**src/rtl/io_regs_pkg.sv**
```systemverilog
// io_regs_pkg: register indices, blank glyph and byte-lane helpers for the
// io_regs bus peripheral.
package io_regs_pkg;

    localparam logic [3:0] IDX_LEDR      = 4'd0;
    localparam logic [3:0] IDX_HEX       = 4'd1;
    localparam logic [3:0] IDX_HEX_EN    = 4'd2;
    localparam logic [3:0] IDX_SW        = 4'd3;
    localparam logic [3:0] IDX_KEY       = 4'd4;
    localparam logic [3:0] IDX_KEY_EDGE  = 4'd5;
    localparam logic [3:0] IDX_TIMER     = 4'd6;
    localparam logic [3:0] IDX_TIMER_CMP = 4'd7;
    localparam logic [3:0] IDX_STATUS    = 4'd8;

    // All segments off (active-low).
    localparam logic [6:0] BLANK_GLYPH = 7'h7F;

    // Expand a 4-bit byte strobe into a 32-bit bit mask.
    function automatic logic [31:0] lane_mask(input logic [3:0] strb);
        logic [31:0] mask;
        mask = 32'd0;
        for (int b = 0; b < 4; b++) begin
            if (strb[b]) begin
                mask[8*b +: 8] = 8'hFF;
            end else begin
                mask[8*b +: 8] = 8'h00;
            end
        end
        return mask;
    endfunction

    // Replace only the strobed byte lanes of old_val with new_val.
    function automatic logic [31:0] lane_merge(input logic [31:0] old_val,
                                               input logic [31:0] new_val,
                                               input logic [3:0]  strb);
        logic [31:0] mask;
        mask = lane_mask(strb);
        return (old_val & ~mask) | (new_val & mask);
    endfunction

endpackage

```
**src/rtl/io_regs_hex7seg.sv**
```systemverilog
// hex7seg: combinational 4-bit to active-low 7-segment {g,f,e,d,c,b,a}
// decoder; a cleared enable shows a blank digit.
module hex7seg
    import io_regs_pkg::*;
(
    input  logic [3:0] digit,
    input  logic       en,
    output logic [6:0] seg
);

    // Glyph lookup, forced blank when the digit is disabled.
    always_comb begin
        seg = BLANK_GLYPH;
        if (en) begin
            case (digit)
                4'h0:    seg = 7'h40;
                4'h1:    seg = 7'h79;
                4'h2:    seg = 7'h24;
                4'h3:    seg = 7'h30;
                4'h4:    seg = 7'h19;
                4'h5:    seg = 7'h12;
                4'h6:    seg = 7'h02;
                4'h7:    seg = 7'h78;
                4'h8:    seg = 7'h00;
                4'h9:    seg = 7'h10;
                4'hA:    seg = 7'h08;
                4'hB:    seg = 7'h03;
                4'hC:    seg = 7'h46;
                4'hD:    seg = 7'h21;
                4'hE:    seg = 7'h06;
                4'hF:    seg = 7'h0E;
                default: seg = BLANK_GLYPH;
            endcase
        end else begin
            seg = BLANK_GLYPH;
        end
    end

endmodule

```
**src/rtl/io_regs.sv**
```systemverilog
// io_regs: memory-mapped board I/O on the data bus -- LEDs, six 7-segment
// digits, synchronized switches/keys with sticky press flags, and a
// prescaled tick timer with a compare flag driving irq.
module io_regs
    import io_regs_pkg::*;
#(
    parameter int CLK_FREQ_HZ = 50_000_000,
    parameter int TICK_HZ     = 1000
) (
    input  logic        clk,
    input  logic        reset_n,
    input  logic        sel,
    input  logic [31:0] addr,
    input  logic        we,
    input  logic [31:0] wdata,
    input  logic [3:0]  wstrb,
    output logic [31:0] rdata,
    output logic        rdata_valid,
    input  logic [9:0]  sw,
    input  logic [3:0]  key,
    output logic [9:0]  ledr,
    output logic [6:0]  hex0,
    output logic [6:0]  hex1,
    output logic [6:0]  hex2,
    output logic [6:0]  hex3,
    output logic [6:0]  hex4,
    output logic [6:0]  hex5,
    output logic        irq
);

    localparam int DIV = CLK_FREQ_HZ / TICK_HZ;
    localparam int PW  = (DIV > 2) ? $clog2(DIV) : 1;
    localparam logic [PW-1:0] PRESC_LAST = PW'(DIV - 1);
    localparam logic [PW-1:0] PRESC_ONE  = PW'(1);

    logic [3:0]    idx_s;
    logic          rd_s;
    logic          wr_ledr_s;
    logic          wr_hex_s;
    logic          wr_hex_en_s;
    logic          wr_key_edge_s;
    logic          wr_timer_s;
    logic          wr_timer_cmp_s;
    logic          wr_status_s;
    logic [31:0]   rd_mux_s;
    logic          tick_s;
    logic [31:0]   timer_inc_s;
    logic          cmp_hit_s;
    logic          status_clr_s;
    logic [3:0]    key_edge_clr_s;
    logic [3:0]    key_edge_set_s;
    logic          unused_s;

    logic [9:0]    ledr_r;
    logic [23:0]   hex_r;
    logic [5:0]    hex_en_r;
    logic [9:0]    sw_meta_r;
    logic [9:0]    sw_sync_r;
    logic [3:0]    key_meta_r;
    logic [3:0]    key_sync_r;
    logic [3:0]    key_prev_r;
    logic [3:0]    key_edge_r;
    logic [31:0]   timer_r;
    logic [31:0]   timer_cmp_r;
    logic [PW-1:0] presc_r;
    logic          cmp_flag_r;
    logic [31:0]   rdata_r;
    logic          rdata_valid_r;
    logic [6:0]    hex_seg_s [6];

    assign idx_s    = addr[5:2];
    assign rd_s     = sel & ~we;
    assign unused_s = ^{addr[31:6], addr[1:0]};

    // Decode which register a bus write targets this cycle.
    always_comb begin
        wr_ledr_s      = 1'b0;
        wr_hex_s       = 1'b0;
        wr_hex_en_s    = 1'b0;
        wr_key_edge_s  = 1'b0;
        wr_timer_s     = 1'b0;
        wr_timer_cmp_s = 1'b0;
        wr_status_s    = 1'b0;
        if (sel && we) begin
            case (idx_s)
                IDX_LEDR:      wr_ledr_s      = 1'b1;
                IDX_HEX:       wr_hex_s       = 1'b1;
                IDX_HEX_EN:    wr_hex_en_s    = 1'b1;
                IDX_KEY_EDGE:  wr_key_edge_s  = 1'b1;
                IDX_TIMER:     wr_timer_s     = 1'b1;
                IDX_TIMER_CMP: wr_timer_cmp_s = 1'b1;
                IDX_STATUS:    wr_status_s    = 1'b1;
                default:       wr_ledr_s      = 1'b0;
            endcase
        end else begin
            wr_ledr_s = 1'b0;
        end
    end

    // Read data mux; unmapped indices and unused bits return zero.
    always_comb begin
        rd_mux_s = 32'd0;
        case (idx_s)
            IDX_LEDR:      rd_mux_s = {22'd0, ledr_r};
            IDX_HEX:       rd_mux_s = {8'd0, hex_r};
            IDX_HEX_EN:    rd_mux_s = {26'd0, hex_en_r};
            IDX_SW:        rd_mux_s = {22'd0, sw_sync_r};
            IDX_KEY:       rd_mux_s = {28'd0, key_sync_r};
            IDX_KEY_EDGE:  rd_mux_s = {28'd0, key_edge_r};
            IDX_TIMER:     rd_mux_s = timer_r;
            IDX_TIMER_CMP: rd_mux_s = timer_cmp_r;
            IDX_STATUS:    rd_mux_s = {31'd0, cmp_flag_r};
            default:       rd_mux_s = 32'd0;
        endcase
    end

    // Timer tick, compare detection and W1C/set terms for sticky flags.
    always_comb begin
        tick_s         = (presc_r == PRESC_LAST);
        timer_inc_s    = timer_r + 32'd1;
        // A load in the same cycle pre-empts both the tick and the compare.
        cmp_hit_s      = tick_s & ~wr_timer_s & (timer_inc_s == timer_cmp_r);
        status_clr_s   = wr_status_s & wstrb[0] & wdata[0];
        key_edge_clr_s = {4{wr_key_edge_s & wstrb[0]}} & wdata[3:0];
        key_edge_set_s = key_sync_r & ~key_prev_r;
    end

    // Read response register: one-cycle valid strobe, data held otherwise.
    always_ff @(posedge clk or negedge reset_n) begin
        if (!reset_n) begin
            rdata_r       <= 32'd0;
            rdata_valid_r <= 1'b0;
        end else begin
            rdata_valid_r <= rd_s;
            if (rd_s) begin
                rdata_r <= rd_mux_s;
            end
        end
    end

    // Writable display registers with per-byte strobes.
    always_ff @(posedge clk or negedge reset_n) begin
        if (!reset_n) begin
            ledr_r   <= 10'd0;
            hex_r    <= 24'd0;
            hex_en_r <= 6'd0;
        end else begin
            if (wr_ledr_s) begin
                ledr_r <= 10'(lane_merge({22'd0, ledr_r}, wdata, wstrb));
            end
            if (wr_hex_s) begin
                hex_r <= 24'(lane_merge({8'd0, hex_r}, wdata, wstrb));
            end
            if (wr_hex_en_s) begin
                hex_en_r <= 6'(lane_merge({26'd0, hex_en_r}, wdata, wstrb));
            end
        end
    end

    // Two-flop synchronizers for switches and inverted keys, plus edge history.
    always_ff @(posedge clk or negedge reset_n) begin
        if (!reset_n) begin
            sw_meta_r  <= 10'd0;
            sw_sync_r  <= 10'd0;
            key_meta_r <= 4'd0;
            key_sync_r <= 4'd0;
            key_prev_r <= 4'd0;
        end else begin
            sw_meta_r  <= sw;
            sw_sync_r  <= sw_meta_r;
            key_meta_r <= ~key;
            key_sync_r <= key_meta_r;
            key_prev_r <= key_sync_r;
        end
    end

    // Sticky key-press flags; a new press wins over a simultaneous clear.
    always_ff @(posedge clk or negedge reset_n) begin
        if (!reset_n) begin
            key_edge_r <= 4'd0;
        end else begin
            key_edge_r <= (key_edge_r & ~key_edge_clr_s) | key_edge_set_s;
        end
    end

    // Prescaler and tick counter; a bus load restarts the prescaler.
    always_ff @(posedge clk or negedge reset_n) begin
        if (!reset_n) begin
            presc_r <= '0;
            timer_r <= 32'd0;
        end else if (wr_timer_s) begin
            presc_r <= '0;
            timer_r <= lane_merge(timer_r, wdata, wstrb);
        end else if (tick_s) begin
            presc_r <= '0;
            timer_r <= timer_inc_s;
        end else begin
            presc_r <= presc_r + PRESC_ONE;
        end
    end

    // Compare value register.
    always_ff @(posedge clk or negedge reset_n) begin
        if (!reset_n) begin
            timer_cmp_r <= 32'hFFFF_FFFF;
        end else if (wr_timer_cmp_s) begin
            timer_cmp_r <= lane_merge(timer_cmp_r, wdata, wstrb);
        end else begin
            timer_cmp_r <= timer_cmp_r;
        end
    end

    // Compare flag; a hit wins over a simultaneous W1C.
    always_ff @(posedge clk or negedge reset_n) begin
        if (!reset_n) begin
            cmp_flag_r <= 1'b0;
        end else if (cmp_hit_s) begin
            cmp_flag_r <= 1'b1;
        end else if (status_clr_s) begin
            cmp_flag_r <= 1'b0;
        end else begin
            cmp_flag_r <= cmp_flag_r;
        end
    end

    for (genvar n = 0; n < 6; n++) begin : g_hex
        hex7seg u_hex7seg (
            .digit (hex_r[4*n +: 4]),
            .en    (hex_en_r[n]),
            .seg   (hex_seg_s[n])
        );
    end

    assign hex0        = hex_seg_s[0];
    assign hex1        = hex_seg_s[1];
    assign hex2        = hex_seg_s[2];
    assign hex3        = hex_seg_s[3];
    assign hex4        = hex_seg_s[4];
    assign hex5        = hex_seg_s[5];
    assign ledr        = ledr_r;
    assign irq         = cmp_flag_r;
    assign rdata       = rdata_r;
    assign rdata_valid = rdata_valid_r;

endmodule
```
**config.mk**
```make
export PLATFORM = sky130hd
export DESIGN_NAME = io_regs
export DESIGN_NICKNAME = d
export VERILOG_FILES = /design/src/rtl/io_regs_pkg.sv /design/src/rtl/io_regs_hex7seg.sv /design/src/rtl/io_regs.sv
export SDC_FILE = /design/constraint.sdc
export NUM_CORES = 1
export LEC_CHECK = 0
export ABC_AREA = 1
export CAP_MARGIN = 15
export CORE_MARGIN = 1
export CORE_UTILIZATION = 45
export DETAILED_ROUTE_END_ITERATION = 6
export GPL_TIMING_DRIVEN = 0
export HOLD_SLACK_MARGIN = 0.03
export PLACE_DENSITY_LB_ADDON = 0.08
export SLEW_MARGIN = 30
export SYNTH_ARGS = -nofsm -noshare
export SYNTH_HDL_FRONTEND = slang
export SYNTH_SLANG_ARGS = --single-unit
```
**constraint.sdc**
```tcl
create_clock -name clk -period 1.64 [get_ports clk]
set_input_delay 0.246 -clock clk [delete_from_list [all_inputs] [get_ports clk]]
set_output_delay 0.246 -clock clk [all_outputs]
set_load 0.02 [all_outputs]
```
==> summary.md <==
| Metric | Value |
|---|---|
| Status | complete, but fails checks |
| Violated checks | setup timing |
| Final Hold Fails | 0 |
| Distinct cells, synth | 44 |
| Synth Instances | 1513 |
| Critical Path Fanout Max | 4 |
| Initial DRT Pass Iterations | 5 |
| Number of port buffers | 142 |
| Row cnt | 57 |
| Largest net degree at the start of global routing | 73 |
| Startpoint types | flop |
| Top cells by area, synth | dfrtp_1, nand2_1, dfstp_2 |
| CP endpoint kind | flop |
| Gpl congestion | 0.941 |
| # diodes | 0 |
| Avg WL per Cell | 18.2 microns |
| Synth area leader | dfrtp_1 |
| Synth warn | 0 |
| Fin. max-slew vios | 0 |
| Number of buffers created by CTS | 17 |
| RSZ-0062 raised after global routing | yes |
| Via-to-Cell Ratio | 5.55 |
| Synthesis-to-finish area growth | 48.6% |
| Antenna Nets Post-Route | 0 |
| Initial antenna violation count | 0 |
| Dpl hpwl | 26100 microns |
| Die footprint | 0.0255 sq mm |
| Post-synth ARST share | 100% |
| Tmin final | 2.03 ns |
| Hold WS | 0.183 ns |
| Core Area | 0.0243 sq mm |
| Width of the die | 160 microns |
| FF+latch count, synth | 190 |
| Period utilization | 124% |
| Avg Cell Area, Syn | 7.39 sq um |
| Leakage power | 7.59 nW |
| Post-synth top flop | dfrtp_1 |
| Layout cell share with drive strength beyond 1 | 34.6% |
| Congestion Overflow GR | 0 |
| Total wire length | 39100 microns |
| Die Ht | 160 microns |
| Initial DRC Count | 930 |
| Share of the synthesized area in the top cell type | 35.4% |
| Critical Path AT | 2.42 ns |
| Least-Margin Pin Slew | 0.597 ns |
| Htree depth | 4 |
| Max clock buf depth | 2 |
| Final setup vio count | 82 |
| First-pass GRT wire length | 57800 microns |
| CTS tree | yes |
| Post-synth EDFFs | 0 |
| Fmax | 492 MHz |
| PD cells | 995 mW/mm^2 |
| Worst path required time | 2.03 ns |
| Final worst slack | -0.392 ns |
| Total Routing Usage GR | 29.0% |
| MaxCap Viol Count | 0 |
| Syn_nets | 1637 |
| Slew margin rel. | 60.2% |
| TritonCTS Sinks | 190 |
| Post-synth top cells | nand2_1, inv_1, o21ai_0, dfrtp_1, nand3_1 |
| Post-Syn Area | 0.0112 sq mm |
| Cell with the most instances after synthesis | nand2_1 |
| Residual DRC count | 0 |
| Top Ports | 172 |
| Worst-Skew Late Latency | 0.45 ns |
| Worst vdd ir | 0.813 mV |
| Clk slew on worst S/H paths | 0.08 ns |
| Root Driver | clkbuf_16 |
| Vias in the first global route | 11000 |
| Nets | 1929 |
| Skew final | 0.0134 ns |
| Starting Density | 46.0% |
| Sequential fraction of the synthesis area | 42.9% |
| HP Class | input port to flop |
| Crit Path Category | flop to flop |
| Vias | 11900 |
| Total Power | 16.5 mW |
[report_power, final]
part | leakage, nW | internal (mW) | switching [mW] | total [mW]
logic | 5.06 | 2.54 | 3.41 | 5.95
clock network | 0.293 | 2.08 | 2.21 | 4.29
registers | 2.24 | 5.44 | 0.857 | 6.29
total | 7.59 | 10.1 | 6.47 | 16.5
[worst max-delay path, cell delays in order, from the launching register on]
cell,delay [ns]
dfrtp_1,0.45
nand2_1,0.13
inv_1,0.19
nand2_1,0.07
nor2_1,0.19
nand3_1,0.14
nor2_1,0.16
nand3_1,0.10
nor2_1,0.12
nand3_1,0.10
nor2_2,0.14
nand3_2,0.11
nand2_1,0.08
[cell families (layout without fill, tap and decap cells)]
logic type / after synthesis / count (layout) / share of synthesized area (%)
xor+xnor: 4 / 4 / 0.314
simple gates: 722 / 723 / 27.9
buf+inv: 235 / 539 / 8.09
compound gates: 323 / 323 / 16.4
mux: 1 / 1 / 0.101
flops: 190 / 190 / 42.9
fa+ha+maj: 38 / 38 / 4.25
[repair_timing]
| item | CTS | global route |
|---|---|---|
| setup buffers | 77 | 63 |
| pin swaps | 69 | 85 |
| resized for setup | 604 | 263 |
| endpoints found under the setup margin | 228 | 162 |
| cloned | 4 | 2 |
| hold endpoints to repair | 47 | 0 |
| hold buffers | 1 | 0 |
[per-layer routing]
metal	routed length (microns)	GRT usage, %	vias up
li1	-	-	5598
met1	16200	37.4	5732
met2	19100	48.3	477
met3	2530	5.55	88
met4	1280	10.6	0
met5	0	0	-
[stage by stage]
stage	cell area (sq um)	TNS, ns	setup WS, ns	std cells	util [%]
6_report	16600	-17.22	-0.392	2142	68.3
5_1_grt	16600	-23.65	-0.541	2142	68.3
4_1_cts	15200	-13.46	-0.373	2083	62.3
3_5_place_dp	13100	-144.58	-1.24	1981	53.8
3_3_place_gp	13000	-1534.04	-8.50	1979	53.6
2_1_floorplan	11200	-0.0485	-0.0485	1513	-
[layout make-up]
class	count	area, sq um
repair buffers	285	2710
plain buffers	35	274
flip-flops and latches	190	4830
multi-input cells	1089	6960
clock inverters	15	185
clock buffers	17	425
fillers	1944	7710
inverters	187	812
well taps	324	405
[path summary, 6_finish.rpt]
check / start / to / slack (ns) / cells past startpoint
worst max-delay path: presc_r[8] / irq / -0.39 / 12
worst min-delay path: wstrb[3] / flop / 0.18 / 3
worst max register to register: presc_r[8] / irq / -0.39 / 12
worst min register to register: sw_meta_r[9] / sw_sync_r[9] / 0.35 / 0
max in group asynchronous: reset_n / async pin / 0.59 / 3
min in group asynchronous: reset_n / async pin / 0.30 / 2
[cells in the final DEF (no fill, tap or decap), types with 6 or more instances in the layout]
master           Yosys  final
clkdlybuf4s50_1      0     51
nand2_2             14     44
nor2_2               6     22
clkbuf_2             0     10
nand2_4              4     14
nor3_1              15      6
a31oi_1             16     11
ha_1                38      6
o211ai_1            17     17
o22ai_1             35     34
inv_6                0      6
o21ai_2              1     36
buf_2               10      7
nor3_4               0      8
dfrtp_1            158    126
o21ai_0            166    108
a21oi_2              1     15
nand2_1            419    375
ha_4                 0     31
nand3_1            119     87
nor2_1             116     74
o21ai_1              3     26
dlygate4sd2_1        0     44
nand3_2              2     31
dfstp_2             32     32
a21oi_1             54     39
clkbuf_4             0      7
dfrtp_2              0     32
inv_4                1     21
nand4_1              9      9
a221oi_1             9      6
clkbuf_16            0     17
nor2_4               9     36
inv_2                9     17
buf_6                0     72
buf_4                2    106
inv_1              173    137
(Power assumes the default switching activity.)
